File: src/rtl/decode_pkg.sv
// Shared types and constants for the decode stage: micro-op layout, ALU/FU codes,
// RV32 opcode and funct7 values, and the funct3 -> ALUOp helper.
package decode_pkg;

  localparam int XLEN_W   = 32;
  localparam int PC_WIDTH = 9;

  localparam logic [3:0] ALU_ADD   = 4'b0000;
  localparam logic [3:0] ALU_SUB   = 4'b0001;
  localparam logic [3:0] ALU_SLL   = 4'b0010;
  localparam logic [3:0] ALU_SLT   = 4'b0011;
  localparam logic [3:0] ALU_XOR   = 4'b0100;
  localparam logic [3:0] ALU_SRL   = 4'b0101;
  localparam logic [3:0] ALU_OR    = 4'b0110;
  localparam logic [3:0] ALU_AND   = 4'b0111;
  localparam logic [3:0] ALU_LUI   = 4'b1000;
  localparam logic [3:0] ALU_AUIPC = 4'b1001;
  localparam logic [3:0] ALU_SRA   = 4'b1010;
  localparam logic [3:0] ALU_SLTU  = 4'b1011;

  localparam logic [1:0] FU_ALU    = 2'b00;
  localparam logic [1:0] FU_BRANCH = 2'b01;
  localparam logic [1:0] FU_LSU    = 2'b10;
  localparam logic [1:0] FU_MULDIV = 2'b11;

  localparam logic [6:0] OP_LUI    = 7'b0110111;
  localparam logic [6:0] OP_AUIPC  = 7'b0010111;
  localparam logic [6:0] OP_JAL    = 7'b1101111;
  localparam logic [6:0] OP_JALR   = 7'b1100111;
  localparam logic [6:0] OP_BRANCH = 7'b1100011;
  localparam logic [6:0] OP_LOAD   = 7'b0000011;
  localparam logic [6:0] OP_STORE  = 7'b0100011;
  localparam logic [6:0] OP_IMM    = 7'b0010011;
  localparam logic [6:0] OP_REG    = 7'b0110011;

  localparam logic [6:0] F7_BASE   = 7'b0000000;
  localparam logic [6:0] F7_ALT    = 7'b0100000;
  localparam logic [6:0] F7_MULDIV = 7'b0000001;

  typedef struct packed {
    logic ALUsrc;
    logic Branch;
    logic Memread;
    logic Memwrite;
    logic Regwrite;
  } ctrl_t;

  typedef struct packed {
    logic [PC_WIDTH-1:0] pc;
    logic [4:0]          rs1;
    logic [4:0]          rs2;
    logic [4:0]          rd;
    logic [XLEN_W-1:0]   imm;
    logic [3:0]          ALUOp;
    logic [1:0]          FUtype;
    ctrl_t               flags;
    logic                illegal;
  } uop_t;

  // alt selects the funct7=0100000 variant (SUB for 000, SRA for 101)
  function automatic logic [3:0] alu_op_for(input logic [2:0] funct3, input logic alt);
    logic [3:0] op;
    case (funct3)
      3'b000:  op = alt ? ALU_SUB : ALU_ADD;
      3'b001:  op = ALU_SLL;
      3'b010:  op = ALU_SLT;
      3'b011:  op = ALU_SLTU;
      3'b100:  op = ALU_XOR;
      3'b101:  op = alt ? ALU_SRA : ALU_SRL;
      3'b110:  op = ALU_OR;
      default: op = ALU_AND;
    endcase
    return op;
  endfunction

endpackage

File: src/rtl/rv32_decode_comb.sv
// Combinational RV32I(+M) decoder: raw instruction and PC in, one micro-op out.
// Illegal encodings still produce a micro-op, but with all side-effect flags and rd cleared.
module rv32_decode_comb
  import decode_pkg::*;
#(
  parameter bit EN_M = 1'b1
) (
  input  logic [XLEN_W-1:0]   instruction,
  input  logic [PC_WIDTH-1:0] pc,
  output uop_t                uop
);

  logic [6:0]        w_opcode;
  logic [2:0]        w_funct3;
  logic [6:0]        w_funct7;
  logic [4:0]        w_rs1;
  logic [4:0]        w_rs2;
  logic [4:0]        w_rd;
  logic [XLEN_W-1:0] w_immI;
  logic [XLEN_W-1:0] w_immS;
  logic [XLEN_W-1:0] w_immB;
  logic [XLEN_W-1:0] w_immU;
  logic [XLEN_W-1:0] w_immJ;
  logic [XLEN_W-1:0] w_shamt;
  logic              w_bad;

  assign w_opcode = instruction[6:0];
  assign w_rd     = instruction[11:7];
  assign w_funct3 = instruction[14:12];
  assign w_rs1    = instruction[19:15];
  assign w_rs2    = instruction[24:20];
  assign w_funct7 = instruction[31:25];

  assign w_immI  = {{20{instruction[31]}}, instruction[31:20]};
  assign w_immS  = {{20{instruction[31]}}, instruction[31:25], instruction[11:7]};
  assign w_immB  = {{19{instruction[31]}}, instruction[31], instruction[7],
                    instruction[30:25], instruction[11:8], 1'b0};
  assign w_immU  = {instruction[31:12], 12'b0};
  assign w_immJ  = {{11{instruction[31]}}, instruction[31], instruction[19:12],
                    instruction[20], instruction[30:21], 1'b0};
  assign w_shamt = {27'b0, instruction[24:20]};

  always_comb begin
    uop    = '0;
    uop.pc = pc;
    w_bad  = 1'b0;
    case (w_opcode)
      OP_LUI, OP_AUIPC: begin
        uop.rd             = w_rd;
        uop.imm            = w_immU;
        uop.ALUOp          = (w_opcode == OP_LUI) ? ALU_LUI : ALU_AUIPC;
        uop.flags.ALUsrc   = 1'b1;
        uop.flags.Regwrite = 1'b1;
      end
      OP_JAL, OP_JALR: begin
        uop.rd             = w_rd;
        uop.ALUOp          = ALU_ADD;
        uop.FUtype         = FU_BRANCH;
        uop.flags.ALUsrc   = 1'b1;
        uop.flags.Branch   = 1'b1;
        uop.flags.Regwrite = 1'b1;
        if (w_opcode == OP_JAL) begin
          uop.imm = w_immJ;
        end else begin
          uop.rs1 = w_rs1;
          uop.imm = w_immI;
          w_bad   = (w_funct3 != 3'b000);
        end
      end
      OP_BRANCH: begin
        uop.rs1          = w_rs1;
        uop.rs2          = w_rs2;
        uop.imm          = w_immB;
        uop.ALUOp        = {1'b0, w_funct3};
        uop.FUtype       = FU_BRANCH;
        uop.flags.Branch = 1'b1;
        w_bad            = (w_funct3[2:1] == 2'b01);
      end
      OP_LOAD: begin
        uop.rs1            = w_rs1;
        uop.rd             = w_rd;
        uop.imm            = w_immI;
        uop.ALUOp          = {1'b0, w_funct3};
        uop.FUtype         = FU_LSU;
        uop.flags.ALUsrc   = 1'b1;
        uop.flags.Memread  = 1'b1;
        uop.flags.Regwrite = 1'b1;
        w_bad              = (w_funct3 == 3'b011) || (w_funct3[2:1] == 2'b11);
      end
      OP_STORE: begin
        uop.rs1            = w_rs1;
        uop.rs2            = w_rs2;
        uop.imm            = w_immS;
        uop.ALUOp          = {1'b0, w_funct3};
        uop.FUtype         = FU_LSU;
        uop.flags.ALUsrc   = 1'b1;
        uop.flags.Memwrite = 1'b1;
        w_bad              = (w_funct3 > 3'b010);
      end
      OP_IMM: begin
        uop.rs1            = w_rs1;
        uop.rd             = w_rd;
        uop.imm            = w_immI;
        uop.ALUOp          = alu_op_for(w_funct3, 1'b0);
        uop.flags.ALUsrc   = 1'b1;
        uop.flags.Regwrite = 1'b1;
        // shift-immediates reuse the upper bits as funct7, so the immediate is just shamt
        if (w_funct3 == 3'b001) begin
          uop.imm = w_shamt;
          w_bad   = (w_funct7 != F7_BASE);
        end else if (w_funct3 == 3'b101) begin
          uop.imm   = w_shamt;
          uop.ALUOp = alu_op_for(w_funct3, w_funct7 == F7_ALT);
          w_bad     = (w_funct7 != F7_BASE) && (w_funct7 != F7_ALT);
        end
      end
      OP_REG: begin
        uop.rs1            = w_rs1;
        uop.rs2            = w_rs2;
        uop.rd             = w_rd;
        uop.flags.Regwrite = 1'b1;
        if (EN_M && (w_funct7 == F7_MULDIV)) begin
          uop.FUtype = FU_MULDIV;
          uop.ALUOp  = {1'b0, w_funct3};
        end else if (w_funct7 == F7_BASE) begin
          uop.ALUOp = alu_op_for(w_funct3, 1'b0);
        end else if ((w_funct7 == F7_ALT) && ((w_funct3 == 3'b000) || (w_funct3 == 3'b101))) begin
          uop.ALUOp = alu_op_for(w_funct3, 1'b1);
        end else begin
          w_bad = 1'b1;
        end
      end
      default: w_bad = 1'b1;
    endcase

    if (w_bad) begin
      uop.illegal        = 1'b1;
      uop.rd             = 5'd0;
      uop.flags.Regwrite = 1'b0;
      uop.flags.Memread  = 1'b0;
      uop.flags.Memwrite = 1'b0;
      uop.flags.Branch   = 1'b0;
    end
  end

endmodule

File: src/rtl/decode_queue.sv
// Decode stage: decodes the fetch instruction and buffers micro-ops in a DEPTH-entry
// FIFO with valid/ready on both sides and a flush that empties the queue.
module decode_queue
  import decode_pkg::*;
#(
  parameter int XLEN  = 32,
  parameter int PC_W  = 9,
  parameter int DEPTH = 4,
  parameter bit EN_M  = 1'b1
) (
  input  logic            clk,
  input  logic            reset,
  input  logic            flush,
  input  logic [XLEN-1:0] instruction,
  input  logic [PC_W-1:0] i_pc,
  input  logic            i_valid,
  output logic            o_ready,
  input  logic            i_ready,
  output logic            o_valid,
  output logic [PC_W-1:0] o_pc,
  output logic [4:0]      rs1,
  output logic [4:0]      rs2,
  output logic [4:0]      rd,
  output logic [XLEN-1:0] immediate,
  output logic [3:0]      ALUOp,
  output logic [1:0]      FUtype,
  output logic            ALUsrc,
  output logic            Branch,
  output logic            Memread,
  output logic            Memwrite,
  output logic            Regwrite,
  output logic            illegal
);

  localparam int PTR_W = $clog2(DEPTH);
  localparam int CNT_W = PTR_W + 1;
  localparam logic [CNT_W-1:0] FULL_COUNT = CNT_W'(DEPTH);

  uop_t             r_mem [DEPTH];
  logic [PTR_W-1:0] r_wrPtr;
  logic [PTR_W-1:0] r_rdPtr;
  logic [CNT_W-1:0] r_count;
  uop_t             w_decoded;
  uop_t             w_head;
  logic             w_push;
  logic             w_pop;

  rv32_decode_comb #(.EN_M(EN_M)) u_decode (
    .instruction (instruction),
    .pc          (i_pc),
    .uop         (w_decoded)
  );

  // Ready comes only from the registered count, so a full queue refuses a push
  // even when the head is popped in the same cycle.
  assign o_ready = (r_count != FULL_COUNT);
  assign o_valid = (r_count != '0);
  assign w_push  = i_valid && o_ready && !flush;
  assign w_pop   = o_valid && i_ready && !flush;

  always_ff @(posedge clk or posedge reset) begin
    if (reset) begin
      r_wrPtr <= '0;
      r_rdPtr <= '0;
      r_count <= '0;
    end else if (flush) begin
      r_wrPtr <= '0;
      r_rdPtr <= '0;
      r_count <= '0;
    end else begin
      if (w_push) r_wrPtr <= r_wrPtr + 1'b1;
      if (w_pop)  r_rdPtr <= r_rdPtr + 1'b1;
      if (w_push && !w_pop)      r_count <= r_count + 1'b1;
      else if (w_pop && !w_push) r_count <= r_count - 1'b1;
    end
  end

  // Storage needs no reset; the head is masked whenever the queue is empty.
  always_ff @(posedge clk) begin
    if (w_push) r_mem[r_wrPtr] <= w_decoded;
  end

  assign w_head    = o_valid ? r_mem[r_rdPtr] : '0;
  assign o_pc      = w_head.pc;
  assign rs1       = w_head.rs1;
  assign rs2       = w_head.rs2;
  assign rd        = w_head.rd;
  assign immediate = w_head.imm;
  assign ALUOp     = w_head.ALUOp;
  assign FUtype    = w_head.FUtype;
  assign ALUsrc    = w_head.flags.ALUsrc;
  assign Branch    = w_head.flags.Branch;
  assign Memread   = w_head.flags.Memread;
  assign Memwrite  = w_head.flags.Memwrite;
  assign Regwrite  = w_head.flags.Regwrite;
  assign illegal   = w_head.illegal;

endmodule

File: config.mk
export PLATFORM = sky130hd
export DESIGN_NAME = decode_queue
export DESIGN_NICKNAME = d
export VERILOG_FILES = /design/src/rtl/decode_pkg.sv /design/src/rtl/rv32_decode_comb.sv /design/src/rtl/decode_queue.sv
export SDC_FILE = /design/constraint.sdc
export NUM_CORES = 1
export LEC_CHECK = 0
export CORE_UTILIZATION = 25
export DETAILED_ROUTE_END_ITERATION = 10
export GPL_ROUTABILITY_DRIVEN = 0
export PLACE_DENSITY = 0.49
export SETUP_SLACK_MARGIN = 0.3
export SYNTH_ARGS = -nofsm -noshare
export SYNTH_HDL_FRONTEND = slang
export SYNTH_HIERARCHICAL = 1
export SYNTH_SLANG_ARGS = --single-unit
File: constraint.sdc
create_clock -name clk -period 4.9 [get_ports clk]
set_input_delay 0.49 -clock clk [delete_from_list [all_inputs] [get_ports clk]]
set_output_delay 0.49 -clock clk [all_outputs]
set_load 0.02 [all_outputs]
==> results summary <==
The flow ran to the end, and the final reports show no timing, DRC or antenna violations. The HPWL after detailed placement is 18.8 mm. The transition time at the pin with the least slew margin is 1.01 ns.

The number of library cell types mapped by synthesis is 61. The count of nets left with antenna violations once routing finished came out at 0. The power density relative to cell area is 510 nW/µm². The initial DRC count came out at 347.

The largest net degree at the start of global routing is 70. The warning count from the yosys run is 6. The final max-slew violation count came out at 0. The average instance area after synthesis is 17.6 µm². The final cell utilization of the core came out at 0.313.

Headroom to the max-slew limit came out at 0.326. The critical path contains buffers and inverters numbering 2 combined. After synthesis the netlist holds a flip-flop and latch count of 279. At the worst endpoint, the required time is 4.41 ns. Max-cap violations in this run came to 0. Compared with the post-synthesis result, the final layout area differs by 22.4%. The cell depth of the worst flop-to-flop path is 4. Before antenna repair, the detailed router went through 5 iterations. 0 antenna diodes ended up in the layout. On the critical path the largest part of the delay comes from buffers and inverters.

The share of post-route cells with drive strength above 1 is 0.173. The number of fill cells came out at 4,605. The type of the setup path with the least slack is reg2out. The count of standard-cell rows came out at 79.

Based on the critical path, the design can be clocked at up to 0.272 GHz. The horizontal extent of the die is 221 µm. The tightest min-delay check is of the in2async type. The critical path starts at r_rdPtr[0]. The post-synthesis instance area came out at 12,000 µm². TritonCTS built the clock tree.

The count of endpoints failing hold in the final timing report came to 0. The total length of routed wires came out at 29.8 mm. The fraction of the cycle the final worst path needs is 0.751. The peak ir drop on the vdd network is 237 µV.

The instance count on the critical path is 4. In this run, post-CTS repair resized a total of 0 instances. The overflow left after global routing is 0. The final sum of negative setup slack is 0 ns. The slowest library cell on the worst path is sky130_fd_sc_hd__dfrtp_4. The worst setup path is launched from a flop.

Counting flops with an async set or reset pin after synthesis yields a share of 0.0251. Counting flops with a built-in enable in the synthesized netlist gives 272. The number of buffers created by CTS is 31. The die height is 221 µm. The delay of the slowest cell on the worst path came out at 0.74 ns. The final instance count without filler cells came out at 1,422. The number of clock sinks is 279. In this run the critical register-to-register path is launched from r_count[2].

The nature of the critical path endpoint is an output port. The initial cell density of the core is 0.256. The initial antenna violation count came out at 2. The final setup violation count came out at 0. Setup repair after global routing left no endpoint under its margin. In the routed design, unresolved DRC markers number 0. The tree is rooted in a sky130_fd_sc_hd__clkbuf_16. The worst path needs 3.68 ns of the cycle, external delays included. Once routing completed, OpenROAD measured the worst setup slack at 1.22 ns. The setup slack after placement came out at 1.72 ns. Buffers added to address setup during post-CTS repair amount to 0.

The average wire length per cell after detail routing is 21.0 µm. Walking the worst path, the cells encountered are buf_4 > mux4_2 > and2_1 > clkdlybuf4s50_1. Once placement completed, the tool counted placed cells totaling 1,365.

At the later pin of the worst-skew pair, clock insertion delay measures 0.59 ns. The number of nets in the layout came out at 842. The worst-case clock skew is 0.0192 ns. The via count came out at 6,407. In this run the number of H-tree levels came out at 1. In the global route stage, overall resource usage came out at 0.123. The maximum count of clock buffers along a single path came out at 3. The static leakage power is 0.00477 µW. The first-pass GRT wire length came out at 44.9 mm.

The maximum net fanout on the critical path came out at 23. Synthesis produced 683 cells. The portion of the post-synthesis area used by sequential elements came out at 0.694.

The most used flip-flop cell after synthesis is sky130_fd_sc_hd__edfxtp_1. The clock transition at the registers of the reported paths came out at 0.06 ns. The net count after synthesis came out at 734. The count of port buffers added during placement is 115.

The via count of the first global-routing pass was 6,860. The number of top-level pins came out at 116. The core outline area came out at 47,000 µm².

The number of vias per cell after detailed routing is 4.51. For the worst setup path, the data arrival time is 3.19 ns. The die covers 49,000 µm².

Hold repair after CTS inserted 0 buffers.
cell families (layout without fill, tap and decap cells):
group           Yosys count  count (layout)  share of synthesized area
compound gates           84              84                     0.0491
xor+xnor                  3               3                    0.00219
flops                   279             279                      0.694
fa+ha+maj                 5               5                    0.00583
simple gates            177             177                     0.0882
mux                      70              70                      0.129
buf+inv                  65             197                     0.0313
synthesized netlist by cell type, types with 2 or more instances:
library cell / n / area, µm²
sky130_fd_sc_hd__nor2b_1: 11 / 68.8
sky130_fd_sc_hd__a41o_1: 2 / 20.0
sky130_fd_sc_hd__o22ai_1: 2 / 12.5
sky130_fd_sc_hd__clkbuf_1: 14 / 52.6
sky130_fd_sc_hd__nand2_1: 16 / 60.1
sky130_fd_sc_hd__ha_1: 4 / 50.1
sky130_fd_sc_hd__nand3b_1: 2 / 15.0
sky130_fd_sc_hd__a211oi_1: 4 / 30.0
sky130_fd_sc_hd__buf_2: 15 / 75.1
sky130_fd_sc_hd__and3_1: 4 / 25.0
sky130_fd_sc_hd__o31ai_1: 4 / 30.0
sky130_fd_sc_hd__or3_1: 3 / 18.8
sky130_fd_sc_hd__inv_1: 13 / 48.8
sky130_fd_sc_hd__buf_1: 2 / 7.51
sky130_fd_sc_hd__a2111oi_2: 2 / 30.0
sky130_fd_sc_hd__a22o_1: 4 / 35.0
sky130_fd_sc_hd__edfxtp_1: 272 / 8170
sky130_fd_sc_hd__o21ai_0: 14 / 70.1
sky130_fd_sc_hd__buf_6: 10 / 113
sky130_fd_sc_hd__nor2_1: 24 / 90.1
sky130_fd_sc_hd__o21a_1: 2 / 15.0
sky130_fd_sc_hd__mux4_2: 68 / 1530
sky130_fd_sc_hd__buf_4: 10 / 75.1
sky130_fd_sc_hd__xor2_1: 3 / 26.3
sky130_fd_sc_hd__nand2b_1: 3 / 18.8
sky130_fd_sc_hd__a21o_1: 21 / 158
sky130_fd_sc_hd__and2_1: 89 / 557
sky130_fd_sc_hd__nand3_1: 4 / 20.0
sky130_fd_sc_hd__a21oi_1: 16 / 80.1
sky130_fd_sc_hd__dfrtp_1: 7 / 175
sky130_fd_sc_hd__nor4_1: 3 / 18.8
sky130_fd_sc_hd__nor3_1: 6 / 30.0
registers in the layout, summed over array words and instances, names as in the netlist:
signal   cells
r_mem      272
r_count      3
r_rdPtr      2
r_wrPtr      2
metrics by stage:
stage	power (µW)	hold slack [ns]	area (µm²)
3_5_place_dp	5490	0.609	13800
5_1_grt	7870	0.180	14700
4_1_cts	7680	0.156	14700
6_report	7510	0.172	14700
3_3_place_gp	5490	0.610	13800
2_1_floorplan	4450	0.293	12000
final cells by class:
| class | instances | area (µm²) | area share |
|---|---|---|---|
| repair buffers | 127 | 1290 | 0.0878 |
| multi-input cells | 339 | 3310 | 0.225 |
| flip-flops and latches | 279 | 8350 | 0.568 |
| clock inverters | 23 | 156 | 0.0106 |
| clock buffers | 34 | 787 | 0.0535 |
| inverters | 13 | 48.8 | 0.00332 |
| well taps | 607 | 759 | 0.0516 |
worst register-to-register path, cell delays in order, from the launching register on:
cell and delay, ns:
sky130_fd_sc_hd__dfrtp_1 0.46, sky130_fd_sc_hd__nor3b_1 0.22, sky130_fd_sc_hd__nor3_1 0.37, sky130_fd_sc_hd__and2_4 0.75
sky130_fd_sc_hd__buf_12 0.33
report_power, final:
group	internal (µW)	total, µW	switching [µW]
clock	1210	2170	954
combinational	1220	2450	1230
sequential	2740	2890	146
total	5170	7510	2330
path summary, 6_finish.rpt:
kind | end | slack, ns
min in group clk | r_mem[3][61] | 0.55
worst min-delay path | r_wrPtr[0] | 0.17
worst max register to register | r_mem[1][27] | 2.47
worst min register to register | r_wrPtr[1] | 0.61
worst max-delay path | immediate[13] | 1.22
max in group asynchronous | r_rdPtr[0] | 4.45
placed cells by master (no fill, tap or decap), types with 6 or more instances in the layout:
| master | Yosys | routed |
|---|---|---|
| sky130_fd_sc_hd__nor2_1 | 24 | 24 |
| sky130_fd_sc_hd__a21o_1 | 21 | 21 |
| sky130_fd_sc_hd__edfxtp_1 | 272 | 272 |
| sky130_fd_sc_hd__buf_4 | 10 | 8 |
| sky130_fd_sc_hd__nand2_1 | 16 | 16 |
| sky130_fd_sc_hd__o21ai_0 | 14 | 14 |
| sky130_fd_sc_hd__clkinv_1 | 0 | 9 |
| sky130_fd_sc_hd__clkdlybuf4s50_1 | 0 | 115 |
| sky130_fd_sc_hd__mux4_2 | 68 | 68 |
| sky130_fd_sc_hd__clkinv_2 | 0 | 8 |
| sky130_fd_sc_hd__and2_1 | 89 | 85 |
| sky130_fd_sc_hd__nor3_1 | 6 | 6 |
| sky130_fd_sc_hd__a21oi_1 | 16 | 16 |
| sky130_fd_sc_hd__inv_1 | 13 | 13 |
| sky130_fd_sc_hd__nor2b_1 | 11 | 11 |
| sky130_fd_sc_hd__clkbuf_16 | 0 | 31 |
layer usage:
layer | wire length (µm) | vias to the layer above | part of all wire | global-route usage
li1 | - | 2900 | - | -
met1 | 13600 | 3330 | 0.45 | 0.163
met2 | 14300 | 132 | 0.48 | 0.204
met3 | 1210 | 43 | 0.041 | 0.0235
met4 | 711 | 2 | 0.024 | 0.0332
met5 | 17 | - | 0.00057 | 0
(Power assumes the default switching activity.)
